File: src/rtl/exe_div_unit_if.sv
// rtl/exe_div_unit_if.sv - request/response bundle between the execute stage and the divide unit
//
// Purpose: groups the divide-unit handshake and datapath signals.
// Signals:
//   div_i_start   - execute stage holds a divide/remainder instruction
//   div_i_op      - 00 DIV, 01 DIVU, 10 REM, 11 REMU
//   div_i_W_instr - 32-bit word variant
//   div_i_valA    - dividend (rs1)
//   div_i_valB    - divisor (rs2)
//   div_i_flush   - kill the in-flight operation
//   div_o_busy    - stall request to the pipeline
//   div_o_valid   - one-cycle pulse, div_o_valE holds the result
//   div_o_valE    - quotient or remainder
// Modports: master = pipeline side, slave = divide unit side.

interface exe_div_unit_if #(
  parameter int XLEN = 64
);
  logic            div_i_start;
  logic [1:0]      div_i_op;
  logic            div_i_W_instr;
  logic [XLEN-1:0] div_i_valA;
  logic [XLEN-1:0] div_i_valB;
  logic            div_i_flush;
  logic            div_o_busy;
  logic            div_o_valid;
  logic [XLEN-1:0] div_o_valE;

  modport master (
    output div_i_start, div_i_op, div_i_W_instr, div_i_valA, div_i_valB, div_i_flush,
    input  div_o_busy, div_o_valid, div_o_valE
  );

  modport slave (
    input  div_i_start, div_i_op, div_i_W_instr, div_i_valA, div_i_valB, div_i_flush,
    output div_o_busy, div_o_valid, div_o_valE
  );
endinterface

File: src/rtl/exe_div_unit.sv
// rtl/exe_div_unit.sv - multi-cycle restoring integer divide/remainder unit
//
// Purpose: computes DIV/DIVU/REM/REMU and their 32-bit word variants, one
// quotient bit per cycle (64 cycles normal, 32 cycles word). Divide by zero
// and signed overflow bypass the iteration and complete in one cycle.
// Ports:
//   clk   - clock, rising edge
//   rst_n - asynchronous active-low reset
//   div   - exe_div_unit_if.slave request/response bundle

module exe_div_unit #(
  parameter int XLEN = 64
) (
  input logic           clk,
  input logic           rst_n,
  exe_div_unit_if.slave div
);

  typedef enum logic [1:0] {IDLE, CALC, DONE} state_t;

  localparam logic [XLEN-1:0] MIN_D = {1'b1, {(XLEN-1){1'b0}}};
  localparam logic [XLEN-1:0] MIN_W = {{(XLEN-31){1'b1}}, 31'b0};

  state_t          state;
  logic [6:0]      cnt;
  logic            w_q;
  logic            rem_op_q;
  logic            neg_q_q;
  logic            neg_r_q;
  logic [XLEN-1:0] dvs_q;
  logic [XLEN-1:0] quo_q;
  logic [XLEN-1:0] rem_q;
  logic            valid_q;
  logic [XLEN-1:0] vale_q;

  // Word results are always sign-extended from bit 31.
  function automatic logic [XLEN-1:0] fix_w(input logic w, input logic [XLEN-1:0] v);
    return w ? {{(XLEN-32){v[31]}}, v[31:0]} : v;
  endfunction

  // Operand decode at issue time
  logic            signed_op;
  logic [XLEN-1:0] a_eff, b_eff, mag_a, mag_b, sp_res;
  logic            neg_a, neg_b, div_zero, overflow;

  always_comb begin
    signed_op = ~div.div_i_op[0];
    if (div.div_i_W_instr) begin
      a_eff = signed_op ? {{(XLEN-32){div.div_i_valA[31]}}, div.div_i_valA[31:0]}
                        : {{(XLEN-32){1'b0}}, div.div_i_valA[31:0]};
      b_eff = signed_op ? {{(XLEN-32){div.div_i_valB[31]}}, div.div_i_valB[31:0]}
                        : {{(XLEN-32){1'b0}}, div.div_i_valB[31:0]};
    end else begin
      a_eff = div.div_i_valA;
      b_eff = div.div_i_valB;
    end
    neg_a    = signed_op & a_eff[XLEN-1];
    neg_b    = signed_op & b_eff[XLEN-1];
    mag_a    = neg_a ? -a_eff : a_eff;
    mag_b    = neg_b ? -b_eff : b_eff;
    div_zero = (b_eff == '0);
    overflow = signed_op & (b_eff == '1) &
               (a_eff == (div.div_i_W_instr ? MIN_W : MIN_D));
    // Divide by zero: q = all ones, r = dividend. Overflow: q = dividend, r = 0.
    if (div.div_i_op[1])
      sp_res = div_zero ? a_eff : '0;
    else
      sp_res = div_zero ? '1 : a_eff;
  end

  // One restoring step. The dividend is shifted out of quo_q MSB-first while
  // quotient bits shift in at the bottom; the top bit of diff is the borrow.
  logic [XLEN:0]   rem_shift, diff;
  logic            ge;
  logic [XLEN-1:0] rem_nxt, quo_nxt, q_fin, r_fin, res_fin;
  logic            last;

  always_comb begin
    rem_shift = {rem_q, quo_q[XLEN-1]};
    diff      = rem_shift - {1'b0, dvs_q};
    ge        = ~diff[XLEN];
    rem_nxt   = ge ? diff[XLEN-1:0] : rem_shift[XLEN-1:0];
    quo_nxt   = {quo_q[XLEN-2:0], ge};
    q_fin     = neg_q_q ? -quo_nxt : quo_nxt;
    r_fin     = neg_r_q ? -rem_nxt : rem_nxt;
    res_fin   = fix_w(w_q, rem_op_q ? r_fin : q_fin);
    last      = (cnt == (w_q ? 7'd31 : 7'd63));
  end

  always_ff @(posedge clk or negedge rst_n) begin
    if (!rst_n) begin
      state    <= IDLE;
      cnt      <= '0;
      w_q      <= 1'b0;
      rem_op_q <= 1'b0;
      neg_q_q  <= 1'b0;
      neg_r_q  <= 1'b0;
      dvs_q    <= '0;
      quo_q    <= '0;
      rem_q    <= '0;
      valid_q  <= 1'b0;
      vale_q   <= '0;
    end else begin
      valid_q <= 1'b0;
      if (div.div_i_flush) begin
        state <= IDLE;
        cnt   <= '0;
      end else begin
        case (state)
          IDLE: begin
            if (div.div_i_start) begin
              w_q      <= div.div_i_W_instr;
              rem_op_q <= div.div_i_op[1];
              neg_q_q  <= neg_a ^ neg_b;
              neg_r_q  <= neg_a;
              dvs_q    <= mag_b;
              // Word operands start in the upper half so 32 steps consume them.
              quo_q    <= div.div_i_W_instr ? {mag_a[31:0], 32'b0} : mag_a;
              rem_q    <= '0;
              cnt      <= '0;
              if (div_zero | overflow) begin
                vale_q  <= fix_w(div.div_i_W_instr, sp_res);
                valid_q <= 1'b1;
                state   <= DONE;
              end else begin
                state <= CALC;
              end
            end
          end
          CALC: begin
            rem_q <= rem_nxt;
            quo_q <= quo_nxt;
            cnt   <= cnt + 7'd1;
            if (last) begin
              vale_q  <= res_fin;
              valid_q <= 1'b1;
              state   <= DONE;
            end
          end
          DONE: state <= IDLE;
          default: state <= IDLE;
        endcase
      end
    end
  end

  assign div.div_o_busy  = rst_n & ((state == CALC) |
                           ((state == IDLE) & div.div_i_start & ~div.div_i_flush));
  assign div.div_o_valid = valid_q;
  assign div.div_o_valE  = vale_q;

endmodule

File: src/flat_wrapper.sv
// flat-port wrapper written by rule: the top's interface ports become plain ports
module exe_div_unit_flat 
#(
  parameter int XLEN = 64
)
  (clk, rst_n, div_div_i_start, div_div_i_op, div_div_i_W_instr, div_div_i_valA, div_div_i_valB, div_div_i_flush, div_div_o_busy, div_div_o_valid, div_div_o_valE);
  exe_div_unit_if #(.XLEN(XLEN)) div_i ();
  input logic clk;
  input logic rst_n;
  input wire logic [$bits(div_i.div_i_start)-1:0] div_div_i_start;
  input wire logic [$bits(div_i.div_i_op)-1:0] div_div_i_op;
  input wire logic [$bits(div_i.div_i_W_instr)-1:0] div_div_i_W_instr;
  input wire logic [$bits(div_i.div_i_valA)-1:0] div_div_i_valA;
  input wire logic [$bits(div_i.div_i_valB)-1:0] div_div_i_valB;
  input wire logic [$bits(div_i.div_i_flush)-1:0] div_div_i_flush;
  output wire logic [$bits(div_i.div_o_busy)-1:0] div_div_o_busy;
  output wire logic [$bits(div_i.div_o_valid)-1:0] div_div_o_valid;
  output wire logic [$bits(div_i.div_o_valE)-1:0] div_div_o_valE;
  assign div_i.div_i_start = div_div_i_start;
  assign div_i.div_i_op = div_div_i_op;
  assign div_i.div_i_W_instr = div_div_i_W_instr;
  assign div_i.div_i_valA = div_div_i_valA;
  assign div_i.div_i_valB = div_div_i_valB;
  assign div_i.div_i_flush = div_div_i_flush;
  assign div_div_o_busy = div_i.div_o_busy;
  assign div_div_o_valid = div_i.div_o_valid;
  assign div_div_o_valE = div_i.div_o_valE;
  exe_div_unit #(.XLEN(XLEN)) u_core (.clk(clk), .rst_n(rst_n), .div(div_i));
endmodule
File: config.mk
export PLATFORM = sky130hd
export DESIGN_NAME = exe_div_unit_flat
export DESIGN_NICKNAME = d
export VERILOG_FILES = /design/src/rtl/exe_div_unit_if.sv /design/src/rtl/exe_div_unit.sv /design/src/flat_wrapper.sv
export SDC_FILE = /design/constraint.sdc
export NUM_CORES = 1
export LEC_CHECK = 0
export ABC_AREA = 0
export BUFFER_PORTS_ARGS = -buffer_cell sky130_fd_sc_hd__buf_2
export CAP_MARGIN = 20
export CORE_ASPECT_RATIO = 2
export CORE_MARGIN = 10
export CORE_UTILIZATION = 30
export CTS_CLUSTER_DIAMETER = 60
export DETAILED_ROUTE_END_ITERATION = 16
export RECOVER_POWER = 25
export SYNTH_ARGS = -nofsm -noshare
export SYNTH_HDL_FRONTEND = slang
export SYNTH_SLANG_ARGS = --single-unit
File: constraint.sdc
create_clock -name clk -period 13.3 [get_ports clk]
set_input_delay 3.99 -clock clk [delete_from_list [all_inputs] [get_ports clk]]
set_output_delay 3.99 -clock clk [all_outputs]
set_load 0.1 [all_outputs]
== After elaboration in Yosys (flattened, before gate mapping) ==
Cells that the tools add are included.

* Bitwise logic cells: 13
* Mux-type cells: 39
* $add $sub $neg: 6
* Reductions and logical operators: 9
* Equality and inequality tests: 9

{| class="wikitable"
|+ Operators by type and width
! operator !! number
|-
| $mux W64 || 21
|-
| $pmux W64 S2 || 3
|-
| $neg A64 Y64 || 4
|-
| $sub A65 B64 Y65 || 1
|-
| $eq A64 B64 Y1 || 1
|-
| $eq A64 B64 Y1 const B || 1
|-
| $logic_not A64 Y1 || 1
|-
| $mux W63 || 1
|-
| $mux W7 || 2
|-
| $pmux W7 S2 || 1
|-
| $mux W2 || 4
|-
| $add A7 B1 Y7 const B || 1
|-
| $and A1 B1 Y1 || 7
|-
| $eq A7 B7 Y1 || 1
|-
| $mux W6 || 1
|-
| $reduce_and A3 Y1 || 2
|-
| $reduce_and A5 Y1 || 1
|-
| $mux W1 || 4
|-
| $ne A2 B1 Y1 const B || 2
|-
| $pmux W2 S2 || 1
|-
| $reduce_and A2 Y1 || 2
|-
| $ne A3 B2 Y1 const B || 1
|-
| $ne A3 B3 Y1 const B || 1
|-
| $not A1 Y1 || 3
|-
| 8 further kinds || 9
|}

* Register bits: 270
* Output and inout bits: 66
* Word-level logic and storage cells: 87

== Longest topological paths before layout ==
* Depth in word-level cells: 10
* Depth in mapped cells: 29
* Depth with buffers taken out: 25

== Worst setup path before layout ==
Ideal clock, no wire load.

* Path kind: in2out
* Start point: in div_div_i_start
* End point: out div_div_o_busy
* Data required time: 9.310 ns
* Arrival: 7.028 ns
* Cell stages on the path: 5
* Setup slack: 2.282 ns
* Path through: nand2b_1 or3_1 clkbuf_1 clkbuf_1 a21boi_0

* Word-level cells in the longest chain between the ends: 4

{| class="wikitable"
|+ RTL lines
! item !! RTL line !! text
|-
| from (decl) || flat_wrapper.sv:10 || <nowiki>input wire logic [$bits(div_i.div_i_start)-1:0] div_div_i_start;</nowiki>
|-
| $and A1 B1 Y1 (2 in a row) || exe_div_unit.sv:148 || <nowiki>((state == IDLE) & div.div_i_start & ~div.div_i_flush));</nowiki>
|-
| $or A1 B1 Y1 || exe_div_unit.sv:147 || <nowiki>assign div.div_o_busy = rst_n & ((state == CALC) |</nowiki>
|-
| $and A1 B1 Y1 || exe_div_unit.sv:147 ||
|-
| to (decl) || flat_wrapper.sv:16 || <nowiki>output wire logic [$bits(div_i.div_o_busy)-1:0] div_div_o_busy;</nowiki>
|}

No other way between the ends.

== Worst setup path after layout ==
Ends and elaborated chain as after synthesis.

==> flow_summary.yaml <==
run_status:
  status: "finished, violations left"
  violations: "capacitance limit, slew limit"
synth:
  synth_top_area_frac: 0.261
  synth_flop_cell: "dfrtp_1"
  async_flop_share: 1.00
  syn_inst: 3552
  netlist_top_cells_area: "dfrtp_1, o21ai_0, nand2_1, a21oi_1, xnor2_1"
  syn_area_per_cell_um2: 7.29
  synth_edf_count: 0
  synth_seq_cells: 270
  synth_common_cells: "nand2_1, o21ai_0, nor2_1, a21oi_1, dfrtp_1"
  yosys_warnings: 0
  yosysTopAreaCell: "dfrtp_1"
  synth.most_common_cell: "nand2_1"
  ys_seq_area_frac: 0.261
  syn_area_mm2: 0.0259
  synth_nets: 3758
  ys_types: 109
final_layout:
  fin_util: 0.337
  seqCellArea_mm2: 0.00676
  nFillCells: 9389
  fin_cells: 4795
  drive_gt1_frac: 0.105
  area_delta_synth_final_pct: 11.6
  nets: 3821
  multi_input_area_mm2: 0.0178
  post-route-cell-area_mm2: 0.0289
floorplan:
  die_area_mm2: 0.0992
  ioPinCount: 201
  core_area_mm2: 0.0858
  start_util: 0.302
  die_h_um: 436
  die_w_um: 228
  row_count: 152
placement:
  placed_cell_area_mm2: 0.0279
  dp_slack_ns: 3.79
  port-buffer-count: 200
  hpwl_um: 115000
  gp_congestion: 1.06
  dp_cells: 4733
sta:
  hold_slack_ns: 0.478
  slew_violations: 124
  relSlewSlack: -1.47
  period_minus_slack_ns: 9.91
  setup_violations: 0
  fin_tns_setup_ns: 0
  grt_setup_unrepaired: "false"
  skew_ns: 0.0246
  fmax_mhz: 101
  tightest_slew_ns: 3.71
  fin_crit_sh: 0.745
  setup_ws_ns: 3.39
  hold_viol_final: 0
pwr:
  seqPwrFrac: 0.288
  switchingPower_mw: 2.09
  powerDensity_mw_per_mm2: 143
  peakVddDrop_mv: 0.112
  p_int_mw: 2.03
  p_comb_frac: 0.487
  power.total_mw: 4.12
  switching_share: 0.507
  pwr-share-clk: 0.225
  p_leak_nw: 11.8
clock_tree:
  clkLatencyLatePin_ns: 0.63
  cts_resized: 0
  clk_path_buf_depth: 3
  cts_hold_buffers: 0
  cts_buffers: 29
  htreeDepth: 1
  ctsRootBufferMaster: "clkbuf_16"
  cts.clk_slew.worst_paths_ns: 0.06
  cts_tree: "yes"
  post-cts-setup-buffers: 0
  clock_sinks: 270
drt:
  via_per_inst: 6.01
  drt_first_iter_violations: 2880
  ant_nets: 0
  firstDrtPassIters: 6
  drc_errors: 0
  wl_per_cell_um: 30.2
  detail_route.wirelength_um: 145000
  num_vias: 28826
global_routing:
  globalRouteOverflowTotal: 0
  grt_pass1_vias: 28115
  antenna_found_initial: 5
  grt_pass1_wl_um: 204000
  grt_max_degree: 102
  grt_usage: 0.280
worst_hold_path:
  hp-class: "reg -> reg"
worst_setup_path:
  cp_max_fo: 24
  crit_type: "in -> out"
  crit_path_end_kind: "primary output"
  required_ns: 9.31
  arrival_ns: 5.92
  critPathLaunchType: "primary input"
job:
  cap_violations: 2
[power by group through the flow]
stage | clock network [mW] | registers [mW] | logic [mW]
finish | 0.929 | 1.19 | 2.01
global route | 0.959 | 1.20 | 2.13
CTS | 0.933 | 1.17 | 1.96
detailed placement | 0 | 1.19 | 1.95
global placement | 0 | 1.19 | 1.94
floorplan | 0 | 1.23 | 1.14
[final cells by class]
cell class                      count  share of cell area
Antenna cell                        4            0.000346
Clock buffer                       36              0.0267
Clock inverter                     16             0.00878
Inverter                          136              0.0177
Multi-Input combinational cell   2931               0.616
Sequential cell                   270               0.234
Tap cell                         1155              0.0500
Timing Repair Buffer              247              0.0467
[cell families (layout without fill, tap and decap cells)]
| logic type | count (synthesis) | count (layout) | share of synthesized area |
|---|---|---|---|
| AND/OR/NAND/NOR | 1269 | 1269 | 0.229 |
| AO/OA/AOI/OAI | 1245 | 1245 | 0.299 |
| buffers and inverters | 351 | 435 | 0.0546 |
| flip-flops | 270 | 270 | 0.261 |
| XOR/XNOR | 256 | 256 | 0.0865 |
| adder cells (fa/ha/maj) | 96 | 96 | 0.0442 |
| multiplexers | 65 | 65 | 0.0256 |
| other | 0 | 4 | 0 |
[worst paths after layout]
check,slack [ns],from,end,cells past startpoint
hold reg to reg,0.48,u_core.div.div_o_valE[22],u_core.div.div_o_valE[22],2
min in group asynchronous,3.35,rst_n,u_core.cnt[1],1
max in group asynchronous,5.91,rst_n,u_core.dvs_q[38],2
setup / recovery,3.39,div_div_i_start,div_div_o_busy,5
hold / removal,0.48,u_core.div.div_o_valE[22],u_core.div.div_o_valE[22],2
setup reg to reg,5.70,u_core.dvs_q[0],u_core.div.div_o_valE[58],24
[routing by layer]
layer,GRT usage,vias to the layer above,share of wire
met5,0,-,0
li1,-,13041,-
met2,0.505,1324,0.50
met4,0.277,0,0.12
met1,0.266,13974,0.32
met3,0.0374,487,0.052
[flip-flops by register name, summed over array words and instances (netlist names)]
name and count:
u_core.cnt 7, u_core.neg_q_q 1, u_core.rem_q 64, u_core.div.div_o_valE 64
u_core.quo_q 64, u_core.rem_op_q 1, u_core.neg_r_q 1, u_core.state 2
u_core.div.div_o_valid 1, u_core.w_q 1, u_core.dvs_q 64
[layout by cell type, fill, tap and decap left out, drive strengths merged, types with 13 or more instances in the layout]
master    n
nand2   494
o21ai   449
a21oi   318
nor2    313
dfrtp   270
buf     239
xnor2   149
inv     139
xor2    107
nor3     98
a211oi   78
nand4    73
o31ai    72
ha       70
mux2i    55
or3      47
nand3    46
clkbuf   44
nor4     42
a31oi    37
a21o     36
o211ai   29
a21boi   28
o41ai    27
and2     27
maj3     25
nand2b   24
or4      24
o21a     19
a22oi    19
or2      17
and3     15
a22o     13
[worst max-delay path: stages]
cell	delay, ns
clkbuf_1	0.21
nand2b_1	0.17
or3_1	0.68
a21boi_0	0.33
buf_2	0.51
Note: power is estimated with default switching activity, not from simulation.
